[src/rtl/uart_tx_frame.sv]
// Parametrised UART transmitter: start bit, DATA_W data bits LSB first,
// optional odd/even parity and 1 or 2 stop bits, one word per valid/ready handshake.
module uart_tx_frame #(
    parameter int CLK_DIV   = 434,
    parameter int DATA_W    = 8,
    parameter int PARITY    = 0,
    parameter int STOP_BITS = 1
) (
    input  logic              clk,
    input  logic              n_rst,
    input  logic [DATA_W-1:0] s_data,
    input  logic              s_valid,
    output logic              s_ready,
    output logic              txd,
    output logic              busy,
    output logic              done
);
    localparam int BAUD_W = (CLK_DIV > 2) ? $clog2(CLK_DIV) : 1;
    localparam logic [BAUD_W-1:0] BAUD_LAST = BAUD_W'(CLK_DIV - 1);
    localparam logic [BAUD_W-1:0] BAUD_PRE  = BAUD_W'(CLK_DIV - 2);
    localparam logic [3:0]        DATA_LAST = 4'(DATA_W - 1);
    localparam logic [3:0]        STOP_LAST = 4'(STOP_BITS - 1);

    if (CLK_DIV < 2 || DATA_W < 5 || DATA_W > 9 || PARITY < 0 || PARITY > 2 ||
        STOP_BITS < 1 || STOP_BITS > 2) begin : g_bad_params
        $error("uart_tx_frame: illegal parameter set");
    end

    typedef enum logic [2:0] {IDLE, START, DATA, PAR, STOP} state_t;

    state_t            state;
    logic [BAUD_W-1:0] baud_cnt;
    logic [3:0]        bit_cnt;
    logic [DATA_W-1:0] shreg;
    logic              par_bit;
    logic              bit_end;
    logic              hs;

    function automatic logic parity_of(input logic [DATA_W-1:0] d);
        return (PARITY == 1) ? ~(^d) : (^d);
    endfunction

    assign bit_end = (baud_cnt == BAUD_LAST);
    assign hs      = (state == IDLE) && s_valid && s_ready;

    // Datapath: word and parity are frozen at the handshake, then shifted out LSB first
    always_ff @(posedge clk) begin
        if (hs) begin
            shreg   <= s_data;
            par_bit <= parity_of(s_data);
        end else if (bit_end && (state == START || state == DATA)) begin
            shreg <= shreg >> 1;
        end
    end

    // Control: txd is loaded with the next frame bit on the edge that ends the current one
    always_ff @(posedge clk) begin
        if (!n_rst) begin
            state    <= IDLE;
            baud_cnt <= '0;
            bit_cnt  <= '0;
            txd      <= 1'b1;
            busy     <= 1'b0;
            done     <= 1'b0;
            s_ready  <= 1'b1;
        end else begin
            // Registered one cycle early so the pulse lands on the final stop-bit cycle
            done <= (state == STOP) && (bit_cnt == STOP_LAST) && (baud_cnt == BAUD_PRE);
            if (state == IDLE || bit_end) begin
                baud_cnt <= '0;
            end else begin
                baud_cnt <= baud_cnt + 1'b1;
            end
            case (state)
                IDLE: begin
                    if (hs) begin
                        state   <= START;
                        txd     <= 1'b0;
                        busy    <= 1'b1;
                        s_ready <= 1'b0;
                        bit_cnt <= '0;
                    end
                end
                START: begin
                    if (bit_end) begin
                        state   <= DATA;
                        txd     <= shreg[0];
                        bit_cnt <= '0;
                    end
                end
                DATA: begin
                    if (bit_end) begin
                        if (bit_cnt == DATA_LAST) begin
                            bit_cnt <= '0;
                            if (PARITY != 0) begin
                                state <= PAR;
                                txd   <= par_bit;
                            end else begin
                                state <= STOP;
                                txd   <= 1'b1;
                            end
                        end else begin
                            bit_cnt <= bit_cnt + 1'b1;
                            txd     <= shreg[0];
                        end
                    end
                end
                PAR: begin
                    if (bit_end) begin
                        state   <= STOP;
                        txd     <= 1'b1;
                        bit_cnt <= '0;
                    end
                end
                STOP: begin
                    if (bit_end) begin
                        if (bit_cnt == STOP_LAST) begin
                            state   <= IDLE;
                            busy    <= 1'b0;
                            s_ready <= 1'b1;
                            bit_cnt <= '0;
                        end else begin
                            bit_cnt <= bit_cnt + 1'b1;
                        end
                    end
                end
                default: state <= IDLE;
            endcase
        end
    end
endmodule

[config.mk]
export PLATFORM = sky130hd
export DESIGN_NAME = uart_tx_frame
export DESIGN_NICKNAME = d
export VERILOG_FILES = /design/src/rtl/uart_tx_frame.sv
export SDC_FILE = /design/constraint.sdc
export NUM_CORES = 1
export LEC_CHECK = 0
export ABC_CLOCK_PERIOD_IN_PS = 4600
export BUFFER_PORTS_ARGS = -buffer_cell sky130_fd_sc_hd__buf_2
export CAP_MARGIN = 5
export CORE_UTILIZATION = 62
export DETAILED_ROUTE_END_ITERATION = 16
export GPL_ROUTABILITY_DRIVEN = 0
export PLACE_DENSITY_LB_ADDON = 0.1
export SLEW_MARGIN = 20
export SYNTH_ARGS = -nofsm -noshare
export SYNTH_HDL_FRONTEND = slang
export SYNTH_SLANG_ARGS = --single-unit
[constraint.sdc]
create_clock -name clk -period 4.6 [get_ports clk]
set_input_delay 0.69 -clock clk [delete_from_list [all_inputs] [get_ports clk]]
set_output_delay 0.69 -clock clk [all_outputs]
set_load 0.01 [all_outputs]
# Word level (Yosys, flattened, before mapping)
# Index checks and enable logic that the tools add are counted.
[word_totals]
inputBits = 11
out_inout_bits = 4
wordCells = 75
register_bits = 28
[op_classes]
bitwise = 1
n_reduce_logical = 19
muxes = 30
addsub = 2
eq_ne = 15
[op_table]
columns = ["operator", "count"]
rows = [
  ["$mux W4", 6],
  ["$mux W3", 7],
  ["$eq A9 B9 Y1 const B", 2],
  ["$mux W8", 2],
  ["$pmux W4 S4", 1],
  ["$pmux W3 S5", 1],
  ["$mux W1", 10],
  ["$ne A2 B2 Y1 const B", 5],
  ["$reduce_and A5 Y1", 2],
  ["$add A9 B1 Y9 const B", 1],
  ["$reduce_bool A4 Y1", 2],
  ["$reduce_and A7 Y1", 1],
  ["$eq A3 B2 Y1 const B", 2],
  ["$ne A2 B1 Y1 const B", 3],
  ["$logic_and A1 B1 Y1", 5],
  ["$add A4 B1 Y4 const B", 1],
  ["$eq A4 B3 Y1 const B", 1],
  ["$logic_not A4 Y1", 1],
  ["$pmux W1 S2", 2],
  ["$pmux W1 S4", 1],
  ["$reduce_and A4 Y1", 1],
  ["$reduce_bool A2 Y1", 2],
  ["$reduce_or A2 Y1", 2],
  ["$eq A3 B1 Y1 const B", 1],
  ["other kinds (4)", 5],
]

# Longest topological paths before layout
[depth]
word_depth = 5
depth_mapped = 7
ltp_nobuf = 6

# Worst setup path after synthesis
# No wires, ideal clock.
[synth_timing]
path_type = "reg2reg"
from = "register baud_cnt[2]"
to = "register shreg[0] (enable)"
setup_ps = 370
required_time_ps = 4230
arrival_time_ps = 1604
period_less_slack_ps = 1974
path_slack_ps = 2626
stages_incl_launch_ff = 5
n_path_buf = 0
path_cell_list = "dfxtp_1 > or4b_4 > nor3_4 > a2bb2oi_1 > nor2_1"
[synth_between]
elab_chain_cells = 3
[synth_rtl]
columns = ["element", "line_no", "rtl"]
rows = [
  ["start, declared", "32", "logic [BAUD_W-1:0] baud_cnt;"],
  ["start signal, assigned", "72", "baud_cnt <= baud_cnt + 1'b1;"],
  ["$eq A9 B9 Y1", "43", "assign bit_end = (baud_cnt == BAUD_LAST);"],
  ["$logic_and A1 B1 Y1", "51", "end else if (bit_end && (state == START || state == DATA)) begin"],
  ["$reduce_bool A2 Y1 (no line)", "--", ""],
  ["end signal, assigned", "49", "shreg <= s_data;"],
  ["end signal, assigned", "52", "shreg <= shreg >> 1;"],
  ["end, declared", "34", "logic [DATA_W-1:0] shreg;"],
]
# No other way between the ends.
# A chain may end at the register's enable or synchronous reset.

# Worst setup path after layout
[layout_timing]
from = "register baud_cnt[2]"
to = "register shreg[5] (enable)"
# Same word-level chain as after synthesis.

==> metrics.json <==
{
  "synth-main-ff-cell": {"value": "sky130_fd_sc_hd__dfxtp_1"},
  "worstSetupPathType": {"value": "flop to flop"},
  "synthToLayoutAreaGrowth": {"value": 5.38, "unit": "%"},
  "critical_path.startpoint_type": {"value": "flop"},
  "die_area": {"value": 2680, "unit": "sq um"},
  "insertion_delay": {"value": 0.33, "unit": "ns"},
  "yosys-top-cells-area": {"value": "sky130_fd_sc_hd__dfxtp_1 26%, sky130_fd_sc_hd__edfxtp_1 16%, sky130_fd_sc_hd__nand2_1 7.1%"},
  "fin_crit_sh": {"value": 0.478},
  "holdWs": {"value": 0.503, "unit": "ns"},
  "numCtsBuffers": {"value": 3},
  "grt.total_usage": {"value": 0.240},
  "diode_count": {"value": 0},
  "synth_edf_count": {"value": 8},
  "maximum_number_of_pins_on_one_net_before_global_route_repair": {"value": 17},
  "die_width": {"value": 51.7, "unit": "um"},
  "maxCapViolCount": {"value": 0},
  "cts_setup_buffers": {"value": 0},
  "cts_hold_buf": {"value": 0},
  "setup-tns-final": {"value": 0, "unit": "ns"},
  "crit_required": {"value": 4.59, "unit": "ns"},
  "clk_root_buffer_cell": {"value": "sky130_fd_sc_hd__clkbuf_4"},
  "max-clock-path-buffers": {"value": 2},
  "synth-warning-count": {"value": 0},
  "finalCriticalPeriod": {"value": 2.20, "unit": "ns"},
  "design_power": {"value": 0.450, "unit": "mW"},
  "number_of_global_route_vias_before_repair": {"value": 1057},
  "hold_path_class": {"value": "flop to flop"},
  "endpoint_arrival_time_on_the_critical_path": {"value": 2.19, "unit": "ns"},
  "via_per_inst": {"value": 5.83},
  "worstSetupEndpointType": {"value": "flop"},
  "power.static_leakage": {"value": 0.617, "unit": "nW"},
  "layout-drive-gt1-share": {"value": 0.172},
  "io_buffer_count": {"value": 14},
  "clkTransAtPathRegs": {"value": 0.14, "unit": "ns"},
  "cts_tree": {"value": "built"},
  "count_of_cells_along_the_worst_register_to_register_path": {"value": 4},
  "fp.coreArea": {"value": 2280, "unit": "sq um"},
  "maximum_ir_drop_on_the_vdd_rail": {"value": 0.206, "unit": "mV"},
  "synth-async-reset-ratio": {"value": 0},
  "num-nets-final": {"value": 191},
  "routed-via-count": {"value": 1178},
  "p_per_area": {"value": 279, "unit": "nW/um^2"},
  "reg2reg_setup_slack": {"value": 2.40, "unit": "ns"},
  "grt_pass1_wl": {"value": 4680, "unit": "um"},
  "worst-slew-pin-transition": {"value": 0.730, "unit": "ns"},
  "area_fraction_of_the_dominant_cell_type_after_synthesis": {"value": 0.261},
  "placed_cells_incl_taps": {"value": 198},
  "netlist.top_cell.by_area": {"value": "sky130_fd_sc_hd__dfxtp_1"},
  "fin_skew": {"value": 0.00165, "unit": "ns"},
  "drt_antenna_net_count": {"value": 0},
  "critPathMaxFanout": {"value": 8},
  "core.rowCount": {"value": 17},
  "timing_hold_violations_final": {"value": 0},
  "regArea": {"value": 641, "unit": "sq um"},
  "setup-violations-final": {"value": 0},
  "mappedNetlistArea": {"value": 1530, "unit": "sq um"},
  "startpoint_of_the_worst_hold_path": {"value": "baud_cnt[0]"},
  "grt_overflow": {"value": 0},
  "final_non_filler_cells": {"value": 202},
  "avgSynthCellArea": {"value": 9.41, "unit": "sq um"},
  "clock_sinks": {"value": 28},
  "initial_util": {"value": 0.674},
  "post_cts.resized_instances": {"value": 0},
  "post_synth_inst_count": {"value": 163},
  "io-pin-count": {"value": 15},
  "hold-path-cell-count": {"value": 1},
  "rsz0062_at_grt": {"value": "false"},
  "fill_cells": {"value": 175},
  "run_status": {"value": "complete, no violations"},
  "netlist-cell-type-count": {"value": 51},
  "hold_path_end": {"value": "baud_cnt[0]"},
  "drt_first_iter_violations": {"value": 24},
  "antenna_found_initial": {"value": 0},
  "detailed_place_hpwl": {"value": 2010, "unit": "um"},
  "die_height": {"value": 51.7, "unit": "um"},
  "synth.net_count": {"value": 179},
  "drc_errors": {"value": 0},
  "synth_seq_area_share": {"value": 0.418},
  "synth-seq-cells": {"value": 28},
  "multiInputGateArea": {"value": 797, "unit": "sq um"},
  "route.final.wire_length": {"value": 2840, "unit": "um"},
  "final_util": {"value": 0.710},
  "detailed_route_wire_length_per_cell": {"value": 14.1, "unit": "um"},
  "critical_path.reg2reg.startpoint": {"value": "baud_cnt[2]"},
  "drt_pre_antenna_iters": {"value": 4},
  "critical_path.reg2reg.endpoint": {"value": "shreg[5]"},
  "cts_htree_levels": {"value": 1},
  "timing.max_slew.rel_slack": {"value": 0.511},
  "fmaxAchievable": {"value": 0.455, "unit": "GHz"},
  "slew_violations": {"value": 0},
  "setup.worst_path.start": {"value": "baud_cnt[2]"}
}
==> cells in the mapped netlist (2+ instances only) <==
cell                        count
sky130_fd_sc_hd__a21boi_1       3
sky130_fd_sc_hd__a21oi_1        3
sky130_fd_sc_hd__a22oi_1        2
sky130_fd_sc_hd__a31oi_1        2
sky130_fd_sc_hd__and2_1         3
sky130_fd_sc_hd__buf_2          4
sky130_fd_sc_hd__clkbuf_8       2
sky130_fd_sc_hd__dfxtp_1       20
sky130_fd_sc_hd__edfxtp_1       8
sky130_fd_sc_hd__ha_1           5
sky130_fd_sc_hd__inv_1         10
sky130_fd_sc_hd__nand2_1       29
sky130_fd_sc_hd__nand3_1        6
sky130_fd_sc_hd__nand4_1        3
sky130_fd_sc_hd__nor2_1        13
sky130_fd_sc_hd__o2111ai_1      2
sky130_fd_sc_hd__o211ai_1       2
sky130_fd_sc_hd__o21ai_0        2
sky130_fd_sc_hd__o21ai_1        4
sky130_fd_sc_hd__o32ai_1        2
sky130_fd_sc_hd__xnor2_1        5
sky130_fd_sc_hd__xor2_1         4
==> power breakdown <==
group,switching [mW],internal (mW)
registers,0.00751,0.269
logic,0.0318,0.0219
clock network,0.0716,0.0486
==> placed cells by master, fill, tap and decap left out, types with 4 or more instances in the layout <==
master / n
sky130_fd_sc_hd__inv_1: 10
sky130_fd_sc_hd__o21ai_1: 4
sky130_fd_sc_hd__nand3_1: 6
sky130_fd_sc_hd__ha_1: 5
sky130_fd_sc_hd__xnor2_1: 5
sky130_fd_sc_hd__buf_2: 14
sky130_fd_sc_hd__edfxtp_1: 8
sky130_fd_sc_hd__xor2_1: 4
sky130_fd_sc_hd__dfxtp_1: 20
sky130_fd_sc_hd__nor2_1: 13
sky130_fd_sc_hd__nand2_1: 29
==> critical path, cell delays in order (launching register included) <==
cell and delay, ns:
sky130_fd_sc_hd__dfxtp_1 0.41, sky130_fd_sc_hd__or4b_4 0.60, sky130_fd_sc_hd__nor3_4 0.25, sky130_fd_sc_hd__a2bb2oi_1 0.10, sky130_fd_sc_hd__nor2_1 0.50
==> cells by family after synthesis <==
kind of cell    synth area share
simple gates               0.274
compound gates             0.153
flops                      0.418
buf+inv                   0.0628
xor+xnor                  0.0514
fa+ha+maj                 0.0408
==> sequential cells by signal (all words and copies together), names as in the netlist <==
signal	cells
bit_cnt	4
baud_cnt	9
s_ready	1
done	1
state	3
shreg	8
busy	1
txd	1
==> routing by layer <==
| metal | wire length (um) | track usage | vias to the layer above | part of all wire |
|---|---|---|---|---|
| li1 | - | - | 603 | - |
| met1 | 1360 | 0.317 | 545 | 0.48 |
| met2 | 1350 | 0.392 | 25 | 0.48 |
| met3 | 101 | 0.0526 | 5 | 0.036 |
| met4 | 31 | 0.0766 | 0 | 0.011 |
| met5 | 0 | 0 | - | 0 |
==> area by class of cell <==
class | instances | area share
tap | 28 | 0.0217
multi-input combinational | 118 | 0.493
inverter | 10 | 0.0232
timing repair buffer | 14 | 0.0433
clock buffer | 4 | 0.0224
sequential | 28 | 0.396
==> worst max-delay path by stage <==
stage / slack [ns] / cells past startpoint / end
after floorplan: 2.63 / 4 / shreg[0]
after global placement: 2.49 / 4 / shreg[3]
after detailed placement: 2.38 / 4 / shreg[3]
after CTS: 2.37 / 4 / shreg[6]
after global routing: 2.26 / 4 / shreg[7]
final: 2.40 / 4 / shreg[5]
==> metrics by stage <==
stage	area, sq um	setup slack, ns
global route	1620	2.26
detailed placement	1580	2.38
CTS	1620	2.37
floorplan	1530	2.63
finish	1620	2.40
global placement	1580	2.49
(Power assumes the default switching activity.)
